**config.mk**
```make
export PLATFORM = sky130hd
export DESIGN_NAME = irrigation_valve_ctrl
export DESIGN_NICKNAME = d
export VERILOG_FILES = /design/src/rtl/irrigation_valve_ctrl_pkg.sv /design/src/rtl/irrigation_valve_ctrl_cycle_timer.sv /design/src/rtl/irrigation_valve_ctrl.sv
export SDC_FILE = /design/constraint.sdc
export NUM_CORES = 1
export LEC_CHECK = 0
export CAP_MARGIN = 20
export CELL_PAD_IN_SITES_DETAIL_PLACEMENT = 2
export CELL_PAD_IN_SITES_GLOBAL_PLACEMENT = 2
export CORE_ASPECT_RATIO = 0.75
export CORE_MARGIN = 3
export CORE_UTILIZATION = 29
export CTS_CLUSTER_SIZE = 8
export DETAILED_ROUTE_END_ITERATION = 16
export PLACE_DENSITY = 0.72
export SYNTH_ARGS = -nofsm -noshare
export SYNTH_HDL_FRONTEND = slang
export SYNTH_SLANG_ARGS = --single-unit
```
**constraint.sdc**
```tcl
create_clock -name Ctrl_clk -period 1.8 [get_ports Ctrl_clk]
set_input_delay 0.18 -clock Ctrl_clk [delete_from_list [all_inputs] [get_ports Ctrl_clk]]
set_output_delay 0.18 -clock Ctrl_clk [all_outputs]
set_load 0.02 [all_outputs]
```
**src/rtl/irrigation_valve_ctrl_pkg.sv**
```systemverilog
// Shared definitions for the irrigation valve controller and the level counter:
// FSM state codes, default level width and a small sizing helper.
package irrigation_valve_ctrl_pkg;

  localparam int unsigned LVL_W_DEF = 3;

  typedef enum logic [2:0] {
    ST_IDLE     = 3'd0,
    ST_DEBOUNCE = 3'd1,
    ST_IRRIGATE = 3'd2,
    ST_SOAK     = 3'd3,
    ST_FAULT    = 3'd4
  } irr_state_e;

  function automatic int unsigned max3(input int unsigned a, input int unsigned b,
                                       input int unsigned c);
    int unsigned m;
    m = (a > b) ? a : b;
    return (m > c) ? m : c;
  endfunction

endpackage

```
**src/rtl/irrigation_valve_ctrl_cycle_timer.sv**
```systemverilog
// Generic up-counter used for the debounce, soak and timeout windows.
// clr has priority over en; the owner gates en so the count never wraps.
module cycle_timer #(
  parameter int unsigned WIDTH = 5
) (
  input  logic             Ctrl_clk,
  input  logic             reset,
  input  logic             clr,
  input  logic             en,
  output logic [WIDTH-1:0] count
);

  always_ff @(posedge Ctrl_clk or negedge reset) begin
    if (!reset)
      count <= '0;
    else if (clr)
      count <= '0;
    else if (en)
      count <= count + 1'b1;
  end

endmodule

```
**src/rtl/irrigation_valve_ctrl.sv**
```systemverilog
// Valve-control FSM: debounces dry soil, fills until the high mark, soaks,
// re-irrigates when the level drops and latches a fault on fill timeout.
module irrigation_valve_ctrl
  import irrigation_valve_ctrl_pkg::*;
#(
  parameter int unsigned LVL_W        = LVL_W_DEF,
  parameter int unsigned LVL_HIGH     = 6,
  parameter int unsigned LVL_LOW      = 2,
  parameter int unsigned DEBOUNCE_CYC = 4,
  parameter int unsigned SOAK_CYC     = 8,
  parameter int unsigned TIMEOUT_CYC  = 16
) (
  input  logic             Ctrl_clk,
  input  logic             reset,
  input  logic             enable,
  input  logic             soil_dry,
  input  logic             manual_req,
  input  logic             fault_clr,
  input  logic [LVL_W-1:0] nivel,
  output logic             state,
  output logic             alarm,
  output logic [2:0]       fsm_state,
  output logic [7:0]       fill_count
);

  localparam int unsigned TMR_MAX = max3(DEBOUNCE_CYC, SOAK_CYC, TIMEOUT_CYC);
  localparam int unsigned TMR_W   = $clog2(TMR_MAX + 1);

  if (!(LVL_LOW < LVL_HIGH && LVL_HIGH <= (2**LVL_W) - 1)) begin : g_param_check
    $error("irrigation_valve_ctrl: require LVL_LOW < LVL_HIGH <= 2**LVL_W-1");
  end

  irr_state_e       cur, nxt;
  logic [TMR_W-1:0] timer;
  logic             tmr_en;
  logic             tmr_clr;
  logic             fill_inc;

  cycle_timer #(.WIDTH(TMR_W)) u_timer (
    .Ctrl_clk (Ctrl_clk),
    .reset    (reset),
    .clr      (tmr_clr),
    .en       (tmr_en),
    .count    (timer)
  );

  always_ff @(posedge Ctrl_clk or negedge reset) begin
    if (!reset)
      cur <= ST_IDLE;
    else
      cur <= nxt;
  end

  always_comb begin
    nxt      = cur;
    tmr_en   = 1'b0;
    fill_inc = 1'b0;
    case (cur)
      ST_IDLE: begin
        tmr_en = (timer != '1);
        if (!enable)         nxt = ST_IDLE;
        else if (manual_req) nxt = ST_IRRIGATE;
        else if (soil_dry)   nxt = ST_DEBOUNCE;
      end
      ST_DEBOUNCE: begin
        if (!enable || !soil_dry)                      nxt = ST_IDLE;
        else if (manual_req)                           nxt = ST_IRRIGATE;
        else if (timer == TMR_W'(DEBOUNCE_CYC - 1))    nxt = ST_IRRIGATE;
        else                                           tmr_en = 1'b1;
      end
      ST_IRRIGATE: begin
        // High mark is checked before the timeout so a same-edge tie closes normally.
        if (!enable) nxt = ST_IDLE;
        else if (nivel >= LVL_W'(LVL_HIGH)) begin
          nxt      = ST_SOAK;
          fill_inc = 1'b1;
        end
        else if (timer == TMR_W'(TIMEOUT_CYC - 1))     nxt = ST_FAULT;
        else                                           tmr_en = 1'b1;
      end
      ST_SOAK: begin
        if (!enable)                                   nxt = ST_IDLE;
        else if (timer < TMR_W'(SOAK_CYC - 1))         tmr_en = 1'b1;
        else if (!soil_dry)                            nxt = ST_IDLE;
        else if (nivel <= LVL_W'(LVL_LOW))             nxt = ST_IRRIGATE;
      end
      ST_FAULT: begin
        tmr_en = (timer != '1);
        if (fault_clr) nxt = ST_IDLE;
      end
      default: nxt = ST_IDLE;
    endcase
  end

  assign tmr_clr   = (nxt != cur);
  assign fsm_state = cur;

  always_ff @(posedge Ctrl_clk or negedge reset) begin
    if (!reset) begin
      state      <= 1'b0;
      alarm      <= 1'b0;
      fill_count <= '0;
    end
    else begin
      state <= (nxt == ST_IRRIGATE);
      alarm <= (nxt == ST_FAULT);
      if (fill_inc && fill_count != '1)
        fill_count <= fill_count + 1'b1;
    end
  end

endmodule
```
* Yosys cells after proc, flatten, opt, wreduce, memory -nomap -nowiden *
Cells that the tools add are included.

operators by class
  eq/ne operators = 11
  reductions and logical operators = 7
  mux-type cells = 29
  magnitude comparators = 3
  add/subtract/negate cells = 2

operators by type and width
  kind                 number
  $mux 3               14
  $pmux 3 s5           1
  $mux 1               11
  $mux 5               2
  $eq 3x2->1 const B   3
  $add 8x1->8 const B  1
  $ne 8x8->1 const B   1
  $eq 3x3->1 const B   2
  $add 5x1->5 const B  1
  $eq 5x2->1 const B   1
  $eq 5x4->1 const B   1
  $lt 5x3->1 const B   1
  $ne 5x5->1 const B   1
  $pmux 1 s4           1
  $eq 3x1->1 const B   1
  $ge 3x3->1 const B   1
  $le 3x2->1 const B   1
  $logic_not 3->1      1
  $ne 3x3->1           1
  $logic_not 1->1      2
  $reduce_bool 2->1    1
  $reduce_or 2->1      1
  $logic_and 1x1->1    1
  $logic_or 1x1->1     1

word-level totals
  register bits = 18
  input port bits = 9
  output and inout port bits = 13
  word-level logic and storage cells = 57

* Logic depth before layout (Yosys ltp) *
  depth after elaboration = 8
  depth in mapped cells = 8
  mapped depth without buffers = 8

* Modules after synthesis *
From an unflattened synthesis, not the netlist that was laid out.

second synthesis, totals
  cells, all modules = 104
  area, all modules = 1028.5 um2

modules (own cells, without submodules)
  module                 cells an instance  times used  area an instance (um2)  sequential area each (um2)
  irrigation_valve_ctrl  82                 1           775.7                   325.3
  cycle_timer            22                 1           252.7                   125.1

* Worst setup path after synthesis *
No wires, ideal clock.

  path kind = register to register
  from = register cur[2], in the netlist fsm_state[2]
  to = register u_timer.count[4]
  slack = -0.169 ns
  cell stages (with the launch flop) = 7
  library setup time = 0.107 ns
  data arrival time = 1.862 ns
  period minus slack after synthesis = 1.969 ns
  cells stage by stage = dfrtp_1 clkbuf_2 and4bb_2 and2_1 a221oi_2 mux2_2 a2111oi_4

on the way
  cells in the longest elaborated chain, start to end = 7

ends and longest elaborated chain
  what                                                line                                     source
  start, declared                                     irrigation_valve_ctrl.sv:33              irr_state_e cur, nxt;
  start signal, assigned                              irrigation_valve_ctrl.sv:51              cur <= nxt;
  $mux 3                                              irrigation_valve_ctrl.sv:85              else if (nivel <= LVL_W'(LVL_LOW)) nxt = ST_IRRIGATE;
  $mux 3                                              irrigation_valve_ctrl.sv:84              else if (!soil_dry) nxt = ST_IDLE;
  $mux 3                                              irrigation_valve_ctrl.sv:83              else if (timer < TMR_W'(SOAK_CYC - 1)) tmr_en = 1'b1;
  $mux 3                                              irrigation_valve_ctrl.sv:82              if (!enable) nxt = ST_IDLE;
  $pmux 3 s5                                          irrigation_valve_ctrl.sv:58              case (cur)
  $ne 3x3->1                                          irrigation_valve_ctrl.sv:95              assign tmr_clr = (nxt != cur);
  $mux 5 / $reduce_bool 2->1 (equally long branches)  n/a
  end signal, assigned                                irrigation_valve_ctrl_cycle_timer.sv:19  count <= count + 1'b1;
  end, declared                                       irrigation_valve_ctrl_cycle_timer.sv:10  output logic [WIDTH-1:0] count

Several ways; a longest one is shown, not always the timed one.
A chain may end at the register's enable or synchronous reset.

* Worst setup path after layout *
  from = register u_timer.count[1]
  to = register u_timer.count[4]

on the way
  cells in the longest elaborated chain, start to end = 7

ends and longest elaborated chain
  what                                                line
  branches (longest 4 deep; another with $lt 5x3->1)  n/a
  $pmux 3 s5 *                                        irrigation_valve_ctrl.sv:58
  named net nxt[1]                                    irrigation_valve_ctrl.sv:33
  $ne 3x3->1 *                                        irrigation_valve_ctrl.sv:95
  $mux 5 / $reduce_bool 2->1 (equally long branches)  n/a

Mark *: on every way through the listed nets, which the timed path passes. The select of a mux whose other input is x is not followed.

==> key figures <==
Run status
  • Status: finished, violations left
  • Violated checks: setup timing

Drt
  • Pre-Repair DR Iteration Count: 2
  • Vias: 963
  • Vias per cell: 4.94
  • Remaining DRCs: 0
  • Post-route ant nets: 0
  • DRT iter0 DRCs: 32
  • DRT Wirelength: 3500 um
  • WL/cell: 17.9 um

Floorplanning
  • Die Y-Extent: 59.2 um
  • Core area: 0.00345 mm2
  • Row count: 18
  • I/O pin total: 22
  • Starting Density: 31.7%
  • Die area: 0.00455 mm2
  • Die W: 76.9 um

Worst setup path
  • Arrival @ worst endpoint: 2.15 ns
  • Worst Reg2Reg Path Length in Cells: 8
  • Crit. End Element: flip-flop
  • Crit path from: u_timer.count[1]
  • R2r startpoint: u_timer.count[1]
  • Flop2flop setup slack: -0.21 ns
  • CP required: 1.95 ns
  • CP Class: reg2reg
  • Crit-path max FO: 5
  • Worst Setup Start Kind: flip-flop

Final layout
  • Final core utilization: 48.3%
  • Layout cells sized above 1: 37.9%
  • Register area: 453 um2
  • Nets: 159
  • Design area: 0.00166 mm2
  • Multi-input gate area: 713 um2
  • Most frequent cells in the layout: clkdlybuf4s50_1 (21), buf_4 (21), dfrtp_1 (16)
  • Synth-to-Final Area Change: 52.3%
  • Fillers: 356
  • ANT cells: 0

Power
  • Internal power: 0.961 mW
  • Max VDD drop: 0.532 mV
  • P_sw: 0.524 mW
  • Logic pwr share: 41.9%
  • PwrDens: 892 mW/mm2
  • Pleak: 0.719 nW
  • Clock share of power: 19.6%
  • Sequential share of power: 38.5%
  • Sw Ratio: 35.3%

Synth
  • Mapped Cells: 101
  • FF+latch count, synth: 18
  • Netlist area before placement: 0.00109 mm2
  • Top FF cell, synth: dfrtp_1
  • Synth top area cells: dfrtp_1 (41%), xnor2_1 (5.6%), ha_1 (4.6%)
  • Dominant cell type by area after synthesis: dfrtp_1
  • Sequential cell area fraction in the yosys report: 41.2%
  • Syn_area_per_cell: 10.8 um2
  • Post-synth cell types: 40
  • Share of the synthesized area in the top cell type: 41.2%
  • Syn nets: 114
  • Ys Warns: 0
  • Ys async rst share: 100%
  • Post-synth EDFFs: 0

STA
  • Peak Freq: 498 MHz
  • Slew headroom: 75.2%
  • Fin crit share: 112%
  • WHS: 0.259 ns
  • Final WS setup: -0.208 ns
  • Final setup viols: 5
  • Slew Limit Fails: 0
  • RSZ-0062 raised after global routing: true
  • Final hold vios: 0
  • Tightest Pin Transition: 0.373 ns
  • Layout Skew: 0.000708 ns
  • Minimum clock period: 2.01 ns

CTS
  • CTS sink count: 18
  • Worst skew pair latency: 0.25 ns
  • CTS buffer count: 3
  • CTS tree: done
  • Clock buffer depth: 2
  • Clock root buffer master: clkbuf_8
  • Clock Pin Slew Worst Setup and Hold Paths: 0.07 ns
  • Htree depth: 1

Place
  • Placed cell area: 0.00154 mm2
  • Hpwl dp: 2630 um
  • DP Worst Slack: -0.235 ns
  • GPL Wtd Cong: 0.784
  • I/O Buffers: 21

GRT
  • Initial antenna violation count: 0
  • Vias in the first global route: 1135
  • First-pass GRT wire length: 5740 um
  • Largest net degree at the start of global routing: 19
  • Gr ovfl total: 0
  • Overall routing resource usage: 16.4%

Min path
  • HP Class: in2async

Job
  • Max-cap viol count: 0
[worst paths after layout]
| path | end |
|---|---|
| setup reg to reg | u_timer.count[4] |
| setup / recovery | u_timer.count[4] |
| min in group Ctrl_clk | fill_count[6] |
| hold reg to reg | fill_count[6] |
| hold / removal | fill_count[5] |
| max in group asynchronous | fsm_state[1] |
[state kept, by name, summed over array words and instances, names as in the netlist]
name           flops
alarm              1
fill_count         8
fsm_state          3
state              1
u_timer.count      5
[layout make-up]
type,count,area share [%]
Inverter,3,0.677
Sequential cell,18,27.2
Tap cell,50,3.76
Timing Repair Buffer,43,22.8
Clock buffer,4,2.71
Multi-Input combinational cell,77,42.9
[worst max-delay path: stages, from the launching register on]
cell and delay (ns):
dfrtp_1 0.40, ha_4 0.17, and3_4 0.20, ha_4 0.15
nor2b_2 0.04, o21ai_1 0.15, nand4_1 0.21, mux2i_4 0.29
a2111oi_4 0.28
[synth_stat cells, types with 2 or more instances]
cell and count:
nand2_1 9, inv_1 3, nor4b_1 2, o21ai_0 2, dfrtp_1 18, mux2_2 2
nor2b_1 2, clkbuf_2 2, a21o_1 2, nand4_1 5, nor2_1 4, xor2_1 3
nor3_1 6, ha_1 4, and2_1 4, nand3_1 3, xnor2_1 7
[cells by family after synthesis]
family / Yosys count / synth area share, %
mux: 4 / 4.24
simple gates: 45 / 25.9
fa+ha+maj: 4 / 4.58
compound gates: 14 / 12.8
xor+xnor: 10 / 8.02
buf+inv: 6 / 3.21
flops: 18 / 41.2
[per-layer routing]
layer  vias to the layer above  part of all wire (%)  global-route usage, %
met4                         0                  0.34                   1.55
met5                         -                     0                      0
li1                        455                     -                      -
met1                       491                    47                   20.4
met3                         2                   2.7                   3.80
met2                        15                    50                   30.4
[through the flow]
stage	instances	setup TNS, ns	total power, mW
finish	195	-0.795	1.48
global placement	190	-1.00	1.11
global route	195	-1.49	1.59
CTS	196	-0.861	1.48
detailed placement	190	-1.78	1.15
floorplan	101	-0.114	0.882
[repair_timing]
action / CTS / global route
resized for setup: 7 / 7
endpoints found under the hold margin: 0 / 0
setup buffers: 2 / 3
hold buffers: 0 / 0
endpoints found under the setup margin: 6 / 9
pin swaps: 6 / 5
[power by group through the flow]
| stage | registers (mW) | clock network [mW] | logic [mW] |
|---|---|---|---|
| after CTS | 0.562 | 0.307 | 0.612 |
| after floorplan | 0.599 | 0 | 0.283 |
| after detailed placement | 0.566 | 0 | 0.580 |
| final | 0.571 | 0.291 | 0.623 |
| after global routing | 0.586 | 0.324 | 0.676 |
| after global placement | 0.560 | 0 | 0.553 |
No activity file was read; power rests on OpenSTA's default activity.
